==> src/rtl/config_packet_responder.sv <==
// -----------------------------------------------------------------------------
// config_packet_responder
//
// Chip-side responder for the 64-bit configuration protocol. Words are pulled
// one at a time from the UART receiver. Each word has its odd parity, declare
// field, magic number and chip ID checked. Addressed writes and reads go to
// the register map. The responder then returns an echo word (write) or a
// read-reply word (read) to the UART transmitter. Data packets and packets for
// other chips are forwarded unchanged.
//
// Packet field map:
//   [1:0]   declare  (0 = invalid, 1 = data, 2 = write, 3 = read)
//   [9:2]   chip ID
//   [17:10] register address
//   [25:18] data
//   [57:26] magic number
//   [62]    reply marker
//   [63]    parity (odd over [63:0])
//
// Ports:
//   clk             core clock
//   reset_n         synchronous active-low reset
//   chip_id         this chip's ID
//   rx_data         word from the UART receiver
//   rx_empty        low while the receiver holds an unread word
//   uld_rx_data     one-cycle unload strobe to the receiver
//   regmap_addr     register-map address
//   regmap_wr_data  register-map write data
//   regmap_we       one-cycle register-map write enable
//   regmap_rd_data  register-map read data, valid 1 cycle after regmap_addr
//   tx_data         reply/forward word to the UART transmitter
//   ld_tx_data      one-cycle load strobe to the transmitter
//   tx_busy         transmitter busy
//   parity_err_cnt  saturating count of parity failures
//   proto_err_cnt   saturating count of declare==0 / bad-magic drops
// -----------------------------------------------------------------------------
module config_packet_responder #(
    parameter int          WIDTH        = 64,
    parameter int          REGNUM       = 256,
    parameter int          GLOBAL_ID    = 255,
    parameter logic [31:0] MAGIC_NUMBER = 32'h89504E47
) (
    input  logic             clk,
    input  logic             reset_n,
    input  logic [7:0]       chip_id,
    input  logic [WIDTH-1:0] rx_data,
    input  logic             rx_empty,
    output logic             uld_rx_data,
    output logic [7:0]       regmap_addr,
    output logic [7:0]       regmap_wr_data,
    output logic             regmap_we,
    input  logic [7:0]       regmap_rd_data,
    output logic [WIDTH-1:0] tx_data,
    output logic             ld_tx_data,
    input  logic             tx_busy,
    output logic [7:0]       parity_err_cnt,
    output logic [7:0]       proto_err_cnt
);

    localparam logic [7:0] GLOBAL_ID_8 = GLOBAL_ID[7:0];

    typedef enum logic [2:0] {
        ST_IDLE,
        ST_CHECK,
        ST_WRITE,
        ST_READ1,
        ST_READ2,
        ST_SEND
    } state_t;

    state_t           r_state;
    logic [WIDTH-1:0] r_pkt;
    logic [WIDTH-1:0] r_reply;
    logic [WIDTH-1:0] r_tx_data;
    logic             r_uld;
    logic             r_ld;
    logic             r_we;
    logic [7:0]       r_addr;
    logic [7:0]       r_wr_data;
    logic [7:0]       r_par_cnt;
    logic [7:0]       r_proto_cnt;

    // Field decode of the latched packet.
    logic [1:0]       w_declare;
    logic [7:0]       w_chip;
    logic [7:0]       w_addr;
    logic [7:0]       w_data;
    logic [31:0]      w_magic;
    logic             w_parity_ok;
    logic             w_magic_ok;
    logic             w_addressed;
    logic             w_addr_ok;
    logic [WIDTH-1:0] w_wr_reply;
    logic [WIDTH-1:0] w_rd_reply;

    assign w_declare   = r_pkt[1:0];
    assign w_chip      = r_pkt[9:2];
    assign w_addr      = r_pkt[17:10];
    assign w_data      = r_pkt[25:18];
    assign w_magic     = r_pkt[57:26];
    // Odd parity: the XOR of all 64 bits must be 1.
    assign w_parity_ok = ^r_pkt;
    assign w_magic_ok  = (w_magic == MAGIC_NUMBER);
    assign w_addressed = (w_chip == chip_id) || (w_chip == GLOBAL_ID_8);
    assign w_addr_ok   = ({24'd0, w_addr} < REGNUM);

    // Replies always carry our own chip ID (even for broadcast requests) and
    // the marker bit. Parity is regenerated because those fields changed.
    always_comb begin
        w_wr_reply        = r_pkt;
        w_wr_reply[62]    = 1'b1;
        w_wr_reply[9:2]   = chip_id;
        w_wr_reply[63]    = ~^w_wr_reply[62:0];

        w_rd_reply        = r_pkt;
        w_rd_reply[62]    = 1'b1;
        w_rd_reply[9:2]   = chip_id;
        w_rd_reply[25:18] = regmap_rd_data;
        w_rd_reply[63]    = ~^w_rd_reply[62:0];
    end

    always_ff @(posedge clk) begin
        if (!reset_n) begin
            r_state     <= ST_IDLE;
            r_pkt       <= '0;
            r_reply     <= '0;
            r_tx_data   <= '0;
            r_uld       <= 1'b0;
            r_ld        <= 1'b0;
            r_we        <= 1'b0;
            r_addr      <= '0;
            r_wr_data   <= '0;
            r_par_cnt   <= '0;
            r_proto_cnt <= '0;
        end else begin
            // Strobes are single-cycle unless re-asserted below.
            r_uld <= 1'b0;
            r_ld  <= 1'b0;
            r_we  <= 1'b0;

            case (r_state)
                ST_IDLE: begin
                    // Only one packet is in flight. Later words wait in the
                    // receiver until we return here.
                    if (!rx_empty) begin
                        r_uld   <= 1'b1;
                        r_pkt   <= rx_data;
                        r_state <= ST_CHECK;
                    end
                end

                ST_CHECK: begin
                    if (!w_parity_ok) begin
                        if (r_par_cnt != 8'hFF) begin
                            r_par_cnt <= r_par_cnt + 8'd1;
                        end
                        r_state <= ST_IDLE;
                    end else if (w_declare == 2'd0) begin
                        if (r_proto_cnt != 8'hFF) begin
                            r_proto_cnt <= r_proto_cnt + 8'd1;
                        end
                        r_state <= ST_IDLE;
                    end else if (w_declare == 2'd1) begin
                        // Data packet: pass through bit-exact.
                        r_reply <= r_pkt;
                        r_state <= ST_SEND;
                    end else if (!w_magic_ok) begin
                        if (r_proto_cnt != 8'hFF) begin
                            r_proto_cnt <= r_proto_cnt + 8'd1;
                        end
                        r_state <= ST_IDLE;
                    end else if (!w_addressed) begin
                        // Someone else's config packet: pass along, original parity.
                        r_reply <= r_pkt;
                        r_state <= ST_SEND;
                    end else if (!w_addr_ok) begin
                        r_state <= ST_IDLE;
                    end else if (w_declare == 2'd2) begin
                        // The write strobe is registered here so it is high
                        // during the single WRITE cycle.
                        r_addr    <= w_addr;
                        r_wr_data <= w_data;
                        r_we      <= 1'b1;
                        r_reply   <= w_wr_reply;
                        r_state   <= ST_WRITE;
                    end else begin
                        r_addr  <= w_addr;
                        r_state <= ST_READ1;
                    end
                end

                ST_WRITE: begin
                    r_state <= ST_SEND;
                end

                // The address is presented in READ1. The map answers one cycle
                // later, so data is captured at the end of READ2.
                ST_READ1: begin
                    r_state <= ST_READ2;
                end

                ST_READ2: begin
                    r_reply <= w_rd_reply;
                    r_state <= ST_SEND;
                end

                ST_SEND: begin
                    if (!tx_busy) begin
                        r_ld      <= 1'b1;
                        r_tx_data <= r_reply;
                        r_state   <= ST_IDLE;
                    end
                end

                default: begin
                    r_state <= ST_IDLE;
                end
            endcase
        end
    end

    assign uld_rx_data    = r_uld;
    assign regmap_addr    = r_addr;
    assign regmap_wr_data = r_wr_data;
    assign regmap_we      = r_we;
    assign tx_data        = r_tx_data;
    assign ld_tx_data     = r_ld;
    assign parity_err_cnt = r_par_cnt;
    assign proto_err_cnt  = r_proto_cnt;

endmodule

==> config.mk <==
export PLATFORM = sky130hd
export DESIGN_NAME = config_packet_responder
export DESIGN_NICKNAME = d
export VERILOG_FILES = /design/src/rtl/config_packet_responder.sv
export SDC_FILE = /design/constraint.sdc
export NUM_CORES = 1
export LEC_CHECK = 0
export ABC_CLOCK_PERIOD_IN_PS = 7410
export CORE_MARGIN = 2
export CORE_UTILIZATION = 35
export DETAILED_ROUTE_END_ITERATION = 10
export SETUP_SLACK_MARGIN = 0.02
export SLEW_MARGIN = 20
export SYNTH_ARGS = -nofsm -noshare
export SYNTH_HDL_FRONTEND = slang
export SYNTH_SLANG_ARGS = --single-unit
==> constraint.sdc <==
create_clock -name clk -period 7.41 [get_ports clk]
set_input_delay 1.482 -clock clk [delete_from_list [all_inputs] [get_ports clk]]
set_output_delay 1.482 -clock clk [all_outputs]
set_load 0.03 [all_outputs]
==> results.txt, run 1 <==
- Outcome: finished clean
- Share of cells above drive strength 1: ~6.2%
- Routed via count: about 7.9k
- Clock latency of the later-clocked register in the worst-skew pair: approximately 0.52 ns
* Average via count per standard cell: 4.85
- Met1 Routed Length: 12.1 mm
- In the detailed route, the total length drawn on met2 is 11.5 mm.
* Transition time of the tightest slew-check pin: roughly 1.1 ns
- Leading cell types in the layout, fill and taps excluded: sky130_fd_sc_hd__nand2_1, sky130_fd_sc_hd__dfxtp_1, sky130_fd_sc_hd__clkdlybuf4s50_1
* Number of violations reported at the end of detailed-routing iteration 0: 496
* Initial antenna violation count: 0
- The clock passes through at most 3 buffers.
- The region available for standard cell placement spans 27000 sq um.
- In this run the number of H-tree levels came out at 1.
- Effective utilization at floorplan: 35.7%
- Simple-gate share of the synthesized area: 19.4%
- Post-synthesis register bit count: 230
- Width of the die: 170 um
* Endpoint required time on the critical path: 7.78 ns
* Post-CTS Hold Fix Bufs: 0
- A synthesized cell averages 8.62 sq um.
- CTS root buf: sky130_fd_sc_hd__clkbuf_16
- Final Wtd Congestion: 0.828
* Area share of fa/ha/maj cells after synthesis: 3.25%
- Post-Syn Nets: 1224
- The floorplan has 60 rows.
* Critical Path End Type: flop
- The number of global-route vias before repair is about 7.4k.
- The repair_antennas step left the layout with diodes totalling 0.
- During synthesis, Yosys emitted a total of 0 warnings.
- First-pass GRT wire length: around 40 mm
- Slew Limit Fails: 0
- Counting distinct cell types in the post-synthesis netlist gives between 40 and 50.
- Synthesis-to-finish area growth: 30.4%
- Of the available clock period, the critical path in the final layout requires 52.9%.
- Number of setup buffers added after CTS: 0
* Main flop type after synthesis: sky130_fd_sc_hd__dfxtp_1
* EDFF count, synth: 0
* ANT nets after route: 0
- Final-layout setup total negative slack: 0 ns
* Max Cap Viol: 0
* Routed WL per cell: roughly 15 um
* Highest Clock Rate: 255 MHz
- The die covers 28800 sq um.
- For this run, design rule violations remaining after detail routing come to 0.
- After global routing the overflow that remains totals 0.
- Worst min path class: reg2reg
- Setup repair after global routing missed its margin: false
* Max-Slew Margin vs Limit: 27.6%
- In this run, CTS created clock tree buffers numbering 26.
- Worst endpoint data arrival time: 4.29 ns
* Startpoint-to-endpoint class of the critical path: in2reg
* Final Skew: 0.0113 ns
- The count of final hold-check violations is 0.
- After detailed routing, the met3 layer carries 1.09 mm of wire.
- For this block, the routed nets add up to roughly 25 mm of wire.
* Maximum number of pins on one net before global-route repair: 140
- The count of buffers added on input and output ports is 182.
- After synthesis, the largest family of logic cells by area is simple AND/OR/NAND/NOR gates.
* NumNets Final: 1371
* Power density over the cells: 311 nW/um^2
- The worst setup path is launched from an input pin.
- Across every metal layer, demand over resource in global routing totals around 17%.
- Along the worst path, the maximum fanout reaches 16.
- The synthesized netlist devotes 11.3% of its cell area to compound gates.
* Synthesized netlist cell count: 1115
- Max Used Layer: met4
- Die outline height: 170 um
* Clk slew on worst S/H paths: 0.06 ns
* Fill cell count: 2607
- Worst IR Drop VDD: between 0.0002 and 0.0003 V
- Most common cell after layout, fill and taps aside: sky130_fd_sc_hd__nand2_1
- The analysis attributes to cell leakage a power of 0.00437 uW.
- The synthesized netlist occupies a cell area of 9610 sq um.
- Of all flip-flops after synthesis, the portion carrying an async set or reset was 0%.
* Number of setup violations in the final report: 0
* Drt pass-1 iters: 4
- The synthesized netlist devotes 6.79% of its cell area to XOR and XNOR gates.
* Detailed-placement wirelength estimate: ~17 mm
* Seq/Total Area, Yosys: 47.9%
* Number of cells upsized or downsized after cts: 0
- I/O pin count: 183
- TritonCTS clock tree: yes
- Number of clock sinks seen by CTS: 230
- Minimum period implied by the final worst setup slack: 3.92 ns
- Final Hold Slack: approximately 0.45 ns
* Mux contribution to synthesized area: 6.77%
[power by group]
group          switching [uW]  internal, uW
Clock                     526           836
Sequential               65.0          1310
Combinational             716           445
[state kept, by name, summed over array words and instances (netlist names)]
register and count:
ld_tx_data 1, parity_err_cnt 8, proto_err_cnt 8, r_pkt 64, r_reply 64, r_state 3
regmap_addr 8, regmap_we 1, regmap_wr_data 8, tx_data 64, uld_rx_data 1
[final cells by class]
| type | count | area, sq um | area share, % |
|---|---|---|---|
| flip-flops and latches | 230 | 4600 | 36.7 |
| multi-input cells | 786 | 4600 | 36.7 |
| repair buffers | 189 | 1870 | 14.9 |
| clock buffers | 34 | 732 | 5.84 |
| well taps | 341 | 427 | 3.40 |
| clock inverters | 14 | 185 | 1.48 |
| inverters | 29 | 114 | 0.908 |
[metal layers]
metal | GRT usage (%) | up-vias
met5 | 0 | -
li1 | - | 4009
met3 | 3.17 | 29
met1 | 23.6 | 3666
met2 | 28.3 | 162
met4 | 3.57 | 0
[cell families (layout without fill, tap and decap cells)]
| group | count (synthesis) | after routing |
|---|---|---|
| AOI/OAI and AO/OA | 175 | 175 |
| buffers and inverters | 99 | 266 |
| muxes | 65 | 65 |
| and+or+nand+nor | 453 | 453 |
| adders and majority gates | 25 | 25 |
| DFF | 230 | 230 |
| xor gates and xnor gates | 68 | 68 |
[worst max-delay path: stages]
cell and delay [ns]:
sky130_fd_sc_hd__clkdlybuf4s50_1 0.53, sky130_fd_sc_hd__xnor2_1 0.14, sky130_fd_sc_hd__nand4_1 0.11, sky130_fd_sc_hd__o21ai_0 0.38
sky130_fd_sc_hd__nand2b_1 0.43, sky130_fd_sc_hd__or4_1 0.88, sky130_fd_sc_hd__mux2i_1 0.27, sky130_fd_sc_hd__nor2_1 0.05
[cells in the mapped netlist (4+ instances only)]
master | number | area share [%]
sky130_fd_sc_hd__inv_1 | 28 | 1.1
sky130_fd_sc_hd__a311oi_2 | 15 | 2.3
sky130_fd_sc_hd__o31ai_1 | 5 | 0.39
sky130_fd_sc_hd__clkbuf_1 | 59 | 2.3
sky130_fd_sc_hd__ha_1 | 25 | 3.3
sky130_fd_sc_hd__nor3_1 | 4 | 0.21
sky130_fd_sc_hd__nor4_1 | 6 | 0.39
sky130_fd_sc_hd__xor2_1 | 10 | 0.91
sky130_fd_sc_hd__nor2_1 | 91 | 3.6
sky130_fd_sc_hd__buf_6 | 8 | 0.94
sky130_fd_sc_hd__nand2b_1 | 6 | 0.39
sky130_fd_sc_hd__o21ai_0 | 7 | 0.36
sky130_fd_sc_hd__nand2_1 | 296 | 12
sky130_fd_sc_hd__a21oi_1 | 136 | 7.1
sky130_fd_sc_hd__mux2i_1 | 65 | 6.8
sky130_fd_sc_hd__nand3_1 | 15 | 0.78
sky130_fd_sc_hd__xnor2_1 | 53 | 4.8
sky130_fd_sc_hd__dfxtp_1 | 230 | 48
sky130_fd_sc_hd__nand4_1 | 12 | 0.78
sky130_fd_sc_hd__or4_1 | 6 | 0.47
[path summary, 6_finish.rpt]
check	end	startpoint	cells after the start	slack, ns
worst min-delay path	tx_data[11]	r_reply[11]	2	0.45
worst max-delay path	regmap_addr[5]	chip_id[5]	8	3.49
worst min register to register	tx_data[11]	r_reply[11]	2	0.45
worst max register to register	r_reply[43]	r_pkt[0]	11	3.53
[stage by stage]
| step | total power [uW] | util (%) | worst slack, ns | instances | instance area [sq um] |
|---|---|---|---|---|---|
| CTS | 3930 | 46.5 | 3.49 | 1623 | 12500 |
| global placement | 2570 | 43.1 | 3.07 | 1575 | 11600 |
| floorplan | 2280 | - | 4.31 | 1115 | 9610 |
| finish | 3900 | 46.5 | 3.49 | 1623 | 12500 |
| detailed placement | 2560 | 43.1 | 2.98 | 1575 | 11600 |
| global route | 4070 | 46.5 | 3.19 | 1623 | 12500 |
Power figures use the tool's default switching activity.
==> run 2, diff against run 1 <==
--- a/config.mk
+++ b/config.mk
@@ -5,7 +5,7 @@
 export SDC_FILE = /design/constraint.sdc
 export NUM_CORES = 1
 export LEC_CHECK = 0
-export ABC_CLOCK_PERIOD_IN_PS = 7410
+export ABC_CLOCK_PERIOD_IN_PS = 3400
 export CORE_MARGIN = 2
 export CORE_UTILIZATION = 35
 export DETAILED_ROUTE_END_ITERATION = 10
==> constraint.sdc (replaced) <==
create_clock -name clk -period 3.4 [get_ports clk]
set_input_delay 0.68 -clock clk [delete_from_list [all_inputs] [get_ports clk]]
set_output_delay 0.68 -clock clk [all_outputs]
set_load 0.03 [all_outputs]
==> results.txt, run 2 (synthesis gave the netlist of run 1 again) <==
- Outcome: finished clean
- The post-placement setup slack was -0.0201 ns (-3.00 ns).
* Number of clock sinks seen by CTS: 230 (unchanged)
- Slew Limit Fails: 0 (unchanged)
- Reg2Reg Depth: 11 (unchanged)
- Worst endpoint data arrival time: 3.61 ns (-0.68 ns)
* Total global-route track usage: 17.4% (+0.23 points)
- Highest Clock Rate: 311 MHz
* Number of cells in the design after placement: 1605 (+1.9%)
* # DRC: 0 (unchanged)
* Total overflow reported by the global router: 0 (unchanged)
- The maximum vdd ir drop is 0.000810 V (+200%).
- The required time of the critical path is 3.80 ns (-3.98 ns).
- The total die area was 28800 sq um (unchanged).
* Routed WL per cell: 15.4 um (-0.73%)
- Max Cap Viol: 0 (unchanged)
- Minimum period implied by the final worst setup slack: 3.21 ns
- TritonCTS clock tree: yes
- STA classifies the critical path endpoint as a flop.
* Start point of the critical path: r_pkt[52]
* PnR worst setup slack: 0.189 ns (-3.30 ns)
* Leading cell types in the layout, fill and taps excluded: sky130_fd_sc_hd__nand2_1, sky130_fd_sc_hd__dfxtp_1, sky130_fd_sc_hd__clkdlybuf4s50_1
- Startpoint of the lowest-slack hold path: r_reply[8]
- Share of cells above drive strength 1: 8.45% (+2.2 points)
- CTS root buf: sky130_fd_sc_hd__clkbuf_16
- Power density over the cells: 722 nW/um^2 (+130%)
- Synthesis-to-finish area growth: 33.3%
- Total Wirelength: 25.4 mm (+1.2%)
- Fill cell count: 2622 (+0.58%)
- End of the worst register-to-register path: r_reply[38]
- The layout net count was 1403 (+2.3%).
* First-pass GRT wire length: 40.5 mm (+1.5%)
* Worst Setup Start Kind: flop
- The static leakage was 0.00454 uW (+4.0%).
- The final sum of negative setup slack was 0 ns (unchanged).
- Number of violations reported at the end of detailed-routing iteration 0: 492 (-0.81%)
- Post-route cell area: 12800 sq um (+2.2%)
- The placed wire-length estimate after detailed placement is 17.5 mm (+1.7%).
- Routed via count: 7913 (+0.60%)
- Drt pass-1 iters: 5 (+1)
- Critical path destination: r_reply[38]
- The count of input and output buffers is 182 (unchanged).
* Worst min path class: reg2reg
- Maximum cell stage delay along the critical path: 0.53 ns (-0.35 ns)
* Max-Slew Margin vs Limit: 49.3% (+22 points)
- Initial antenna violation count: 1 (+1)
* Bufs on Longest Clock Path: 3 (unchanged)
* Number of setup violations in the final report: 0 (unchanged)
* Crit-path cells: inv_1 -> ha_1 -> xor2_1 -> xnor2_1 -> xnor2_1 -> xnor3_2 -> xor2_2 -> a221oi_4 -> buf_8 -> mux2i_1 -> nor2_1
- In the finished design, the share of the clock period the worst path needs comes to between 90% and 100%.
* Final Instance Count excl. Fillers: 1654 (+1.9%)
* Clk slew on worst S/H paths: 0.06 ns (about the same)
- The count of final hold-check violations was 0 (unchanged).
- Final Skew: 0.0159 ns (+0.00460 ns)
* Clock buffer count from CTS: 26 (unchanged)
- Width of the die: 170 um (unchanged)
- Most prevalent standard cell on the critical path: sky130_fd_sc_hd__xnor2_1
- The die extent in y was 170 um (unchanged).
- The register-to-register setup slack was 0.19 ns (-3.34 ns).
- Final Power: 9250 uW (+140%)
- The top fanout value on the critical path came to 40 (+24).
* Vias in the first global route: 7548 (+1.9%)
* Effective utilization at floorplan: 35.7% (unchanged)
* Row Count: 60 (unchanged)
* Startpoint-to-endpoint class of the critical path: reg2reg
- Leaving out fill and tap cells, the most frequent cell in the layout is sky130_fd_sc_hd__nand2_1.
* Worst R2R Start: r_pkt[52]
* I/O pin count: 183 (unchanged)
- The instance area at placement was 11900 sq um (+2.6%).
- Setup repair after global routing left no endpoint under its margin.
* Clock latency of the later-clocked register in the worst-skew pair: 0.52 ns (about the same)
* Antenna cells: 0 (unchanged)
- The H-tree level count came to 1 (unchanged).
- Average via count per standard cell: 4.78 (-1.3%)
- Worst-path cell with the longest stage delay: sky130_fd_sc_hd__xnor3_2
- Transition time of the tightest slew-check pin: 0.759 ns (-0.327 ns)
* Placeable core region: 27000 sq um (unchanged)
* Maximum number of pins on one net before global-route repair: 76 (-46%)
- ANT nets after route: 0 (unchanged)
- Final Wtd Congestion: 0.834 (+0.74%)
==> run 2: cell types whose count changed in the layout (fill, tap and decap cells not counted), sizes merged <==
cell,before,now
clkbuf,34,42
clkinvlp,6,0
buf,7,39
bufinv,4,1
==> run 2: per-stage QoR <==
step,utilization [%],hold slack [ns]
2_1_floorplan,-,0.431
3_3_place_gp,44.2,0.441
3_5_place_dp,44.2,0.445
4_1_cts,47.3,0.453
5_1_grt,47.6,0.465
6_report,47.6,0.450
==> run 2: area by class of cell <==
class | count | area [sq um] | area share, %
Multi-Input combinational cell | 786 | 4640 | 36.2
Tap cell | 341 | 427 | 3.33
Clock inverter | 5 | 50.0 | 0.391
Timing Repair Buffer | 221 | 2220 | 17.3
Inverter | 29 | 114 | 0.888
Clock buffer | 42 | 762 | 5.95
Sequential cell | 230 | 4610 | 36.0
==> run 2: how the worst min path moves through the flow <==
stage	slack [ns]	to	cells after the start
final	0.45	tx_data[8]	2
after global routing	0.47	tx_data[44]	2
after CTS	0.45	tx_data[6]	2
after detailed placement	0.44	tx_data[8]	2
after global placement	0.44	tx_data[62]	2
after floorplan	0.43	tx_data[0]	2
==> run 2: repair_timing <==
item / in CTS / in global routing
buffers inserted: 0 / 2
hold buffers: 0 / 0
setup endpoints to repair: 30 / 42
pin swaps: 0 / 5
resized for setup: 1 / 13
==> run 2: per-layer routing <==
metal / GRT usage (%) / vias to the layer above / wire, um / share of wire [%]
met5: 0 / - / 16 / 0.063
met3: 3.29 / 40 / 1200 / 4.7
li1: - / 4067 / - / -
met1: 24.1 / 3643 / 12000 / 47
met4: 4.87 / 2 / 633 / 2.5
met2: 27.8 / 161 / 11600 / 46
==> run 2: power breakdown <==
part	switching [uW]	internal (uW)
registers	133	2860
logic	1820	1780
clock network	1060	1600
==> run 2: worst max-delay path: cells and delay by family (launching register included) <==
kind            cells  cell delay, ns
xor+xnor            5            1.34
buf+inv             2            0.40
compound gates      1            0.37
flops               1            0.33
fa+ha+maj           1            0.29
mux                 1            0.26
simple gates        1            0.06
==> run 3, diff against run 2 <==
--- a/config.mk
+++ b/config.mk
@@ -5,12 +5,14 @@
 export SDC_FILE = /design/constraint.sdc
 export NUM_CORES = 1
 export LEC_CHECK = 0
-export ABC_CLOCK_PERIOD_IN_PS = 3400
+export ABC_CLOCK_PERIOD_IN_PS = 3300
+export CELL_PAD_IN_SITES_DETAIL_PLACEMENT = 0
+export CELL_PAD_IN_SITES_GLOBAL_PLACEMENT = 2
 export CORE_MARGIN = 2
-export CORE_UTILIZATION = 35
+export CORE_UTILIZATION = 31
 export DETAILED_ROUTE_END_ITERATION = 10
+export PLACE_DENSITY_LB_ADDON = 0.1
 export SETUP_SLACK_MARGIN = 0.02
-export SLEW_MARGIN = 20
 export SYNTH_ARGS = -nofsm -noshare
 export SYNTH_HDL_FRONTEND = slang
 export SYNTH_SLANG_ARGS = --single-unit
==> constraint.sdc (replaced) <==
create_clock -name clk -period 3.3 [get_ports clk]
set_input_delay 0.66 -clock clk [delete_from_list [all_inputs] [get_ports clk]]
set_output_delay 0.66 -clock clk [all_outputs]
set_load 0.03 [all_outputs]
==> results.txt, run 3 (synthesis gave the netlist of run 1 again) <==
* Outcome: finished clean
- The total grt overflow is 0 (unchanged).
- The number of antenna violations at the first check in global routing came to 4 (+3).
- Fill cell count: 3136 (+20%)
- The H-tree level count is 1 (unchanged).
- The row count came to 64 (+6.7%).
- TritonCTS clock tree: yes
- Clk slew on worst S/H paths: 0.06 ns (about the same)
- Max Cap Viol: 0 (unchanged)
* Flop-to-flop setup slack: 0.13 ns (-0.05 ns)
- Startpoint-to-endpoint class of the critical path: reg2reg
- The placer's final routability congestion estimate came to 0.778 (-6.7%).
* Worst-path maximum fanout: 10 (-75%)
- Final-layout setup total negative slack: 0 ns (unchanged)
- Most common cell after layout, fill and taps aside: sky130_fd_sc_hd__nand2_1
- Critical Path End Type: flop
- The die extent in y came to 180 um (+6.1%).
- Detailed-placement wirelength estimate: 18.1 mm (+3.9%)
* Synthesis-to-finish area growth: 36.7%
* Effective utilization at floorplan: 31.4% (-4.2 points)
- The pin count of the biggest net entering global routing came to 95 (+25%).
- The post-detailed-route via-to-cell ratio came to 4.62 (-3.4%).
- Crit-path cells: inv_1 -> ha_1 -> xor2_1 -> xnor2_1 -> xnor2_1 -> buf_4 -> xnor3_2 -> xor2_4 -> a221oi_4 -> buf_6 -> clkbuf_16 -> mux2i_1 -> nor2_1
- The wire length of the first global-routing pass is 43.6 mm (+7.5%).
- Drt pass-1 iters: 4 (-1)
- The core box area is 30600 sq um (+14%).
- The data arrival time of the critical path was 3.57 ns (-0.04 ns).
* Width of the die: 180 um (+6.1%)
- The number of buffers inserted during clock tree synthesis is 28 (+7.7%).
- Final Instance Count excl. Fillers: 1712 (+3.5%)
- The clock latency at the later pin of the worst-skew pair came to 0.53 ns (about the same).
- Routed via count: 7915 (+0.025%)
* Fin crit share: 95.9% (+1.5 points)
- Area occupied by multi-input gates: 4660 sq um (+0.43%)
- The final core utilization is 43.0% (-4.6 points).
- Number of violations reported at the end of detailed-routing iteration 0: 350 (-29%)
* ANT nets after route: 0 (unchanged)
* Total Wirelength: 28.1 mm (+10%)
* I/O pin count: 183 (unchanged)
- The power per cell area was 729 nW/um^2 (+1.0%).
- The share of cells above drive strength 1 is 8.83% (+0.37 points).
- Leak: 0.00464 uW (+2.2%)
- The total die area is 32400 sq um (+13%).
* Worst IR Drop VDD: 0.000673 V (-17%)
- The measured slew at the worst slew-check pin came to 0.798 ns (+0.0389 ns).
- The number of design rule violations left after detail routing was 0 (unchanged).
- Number of setup violations in the final report: 0 (unchanged)
- Bufs on Longest Clock Path: 3 (unchanged)
- Worst min path class: reg2reg
- The combined global-route utilization of all metal layers is 16.6% (-0.87 points).
* Routed WL per cell: 16.4 um (+6.6%)
- The final setup skew is 0.0126 ns (-0.00328 ns).
* Setup repair after global routing missed its margin: false
- Vias in the first global route: 7766 (+2.9%)
* IO buf count: 182 (unchanged)
* Total area of sequential cells: 4610 sq um (about the same)
* Maximum cell stage delay along the critical path: 0.47 ns (-0.06 ns)
* Endpoint required time on the critical path: 3.70 ns (-0.10 ns)
- Max-Slew Margin vs Limit: 46.7% (-2.6 points)
- Number of cells in the design after placement: 1653 (+3.0%)
* Minimum period implied by the final worst setup slack: 3.17 ns (-0.0455 ns)
* Most prevalent standard cell on the critical path: sky130_fd_sc_hd__xnor2_1
* Final Hold Violating Endpoints: 0 (unchanged)
- NumNets Final: 1405 (+0.14%)
- Leading cell types in the layout, fill and taps excluded: sky130_fd_sc_hd__nand2_1, sky130_fd_sc_hd__dfxtp_1, sky130_fd_sc_hd__clkdlybuf4s50_1
* Highest Clock Rate: 316 MHz (+1.4%)
* Worst-path cell with the longest stage delay: sky130_fd_sc_hd__xnor3_2
- Slew Limit Fails: 0 (unchanged)
- CTS root buf: sky130_fd_sc_hd__clkbuf_16
* Post-CTS Hold Fix Bufs: 0 (unchanged)
* Worst Setup Start Kind: flop
- Number of clock sinks seen by CTS: 230 (unchanged)
## run 3: cell type report
| type | count | share of cell area, % |
|---|---|---|
| antenna | 2 | 0.0381 |
| tap | 396 | 3.77 |
| timing repair buffer | 221 | 17.7 |
| clock inverter | 7 | 0.857 |
| clock buffer | 41 | 6.32 |
| sequential | 230 | 35.1 |
| inverter | 29 | 0.866 |
| multi-input combinational | 786 | 35.4 |
## run 3: timing repair
action | in CTS | in global routing
buffers inserted | 0 | 2
setup endpoints to repair | 0 | 80
resized for setup | 0 | 14
## run 3: worst paths after layout
kind                                   from           to  cells past startpoint
worst max-delay path              r_pkt[52]  r_reply[10]                     13
worst min-delay path            r_reply[29]  tx_data[29]                      2
worst max register to register    r_pkt[52]  r_reply[10]                     13
worst min register to register  r_reply[29]  tx_data[29]                      2
## run 3: power by group
group / leakage, uW / total [uW] / switching (uW) / internal, uW
Clock: 0.000462 / 3140 / 1190 / 1960
Combinational: 0.00232 / 3360 / 1820 / 1540
Sequential: 0.00186 / 3080 / 141 / 2940
## run 3: routing by layer
layer	up-vias	wire length [um]	global-route usage (%)
li1	4073	-	-
met1	3645	14000	23.6
met2	160	12100	25.6
met3	35	1430	3.56
met4	2	533	3.84
met5	-	13	0
## run 3: critical path, delay by kind of cell, from the launching register on
kind                     cells  cell delay, ns
AO/OA/AOI/OAI                1            0.33
XOR/XNOR                     5            1.21
adder cells (fa/ha/maj)      1            0.30
buffers and inverters        4            0.63
flip-flops                   1            0.34
multiplexers                 1            0.18
AND/OR/NAND/NOR              1            0.05
## run 3: stage by stage
| stage | hold slack, ns | power, uW | setup slack (ns) | area (sq um) |
|---|---|---|---|---|
| CTS | 0.453 | 9340 | 0.0399 | 12900 |
| finish | 0.451 | 9580 | 0.135 | 13100 |
| global placement | 0.443 | 6110 | 0.0744 | 12000 |
| detailed placement | 0.444 | 6150 | 0.0742 | 12000 |
| global route | 0.467 | 10100 | 0.0172 | 13100 |
| floorplan | 0.431 | 5110 | 0.300 | 9610 |
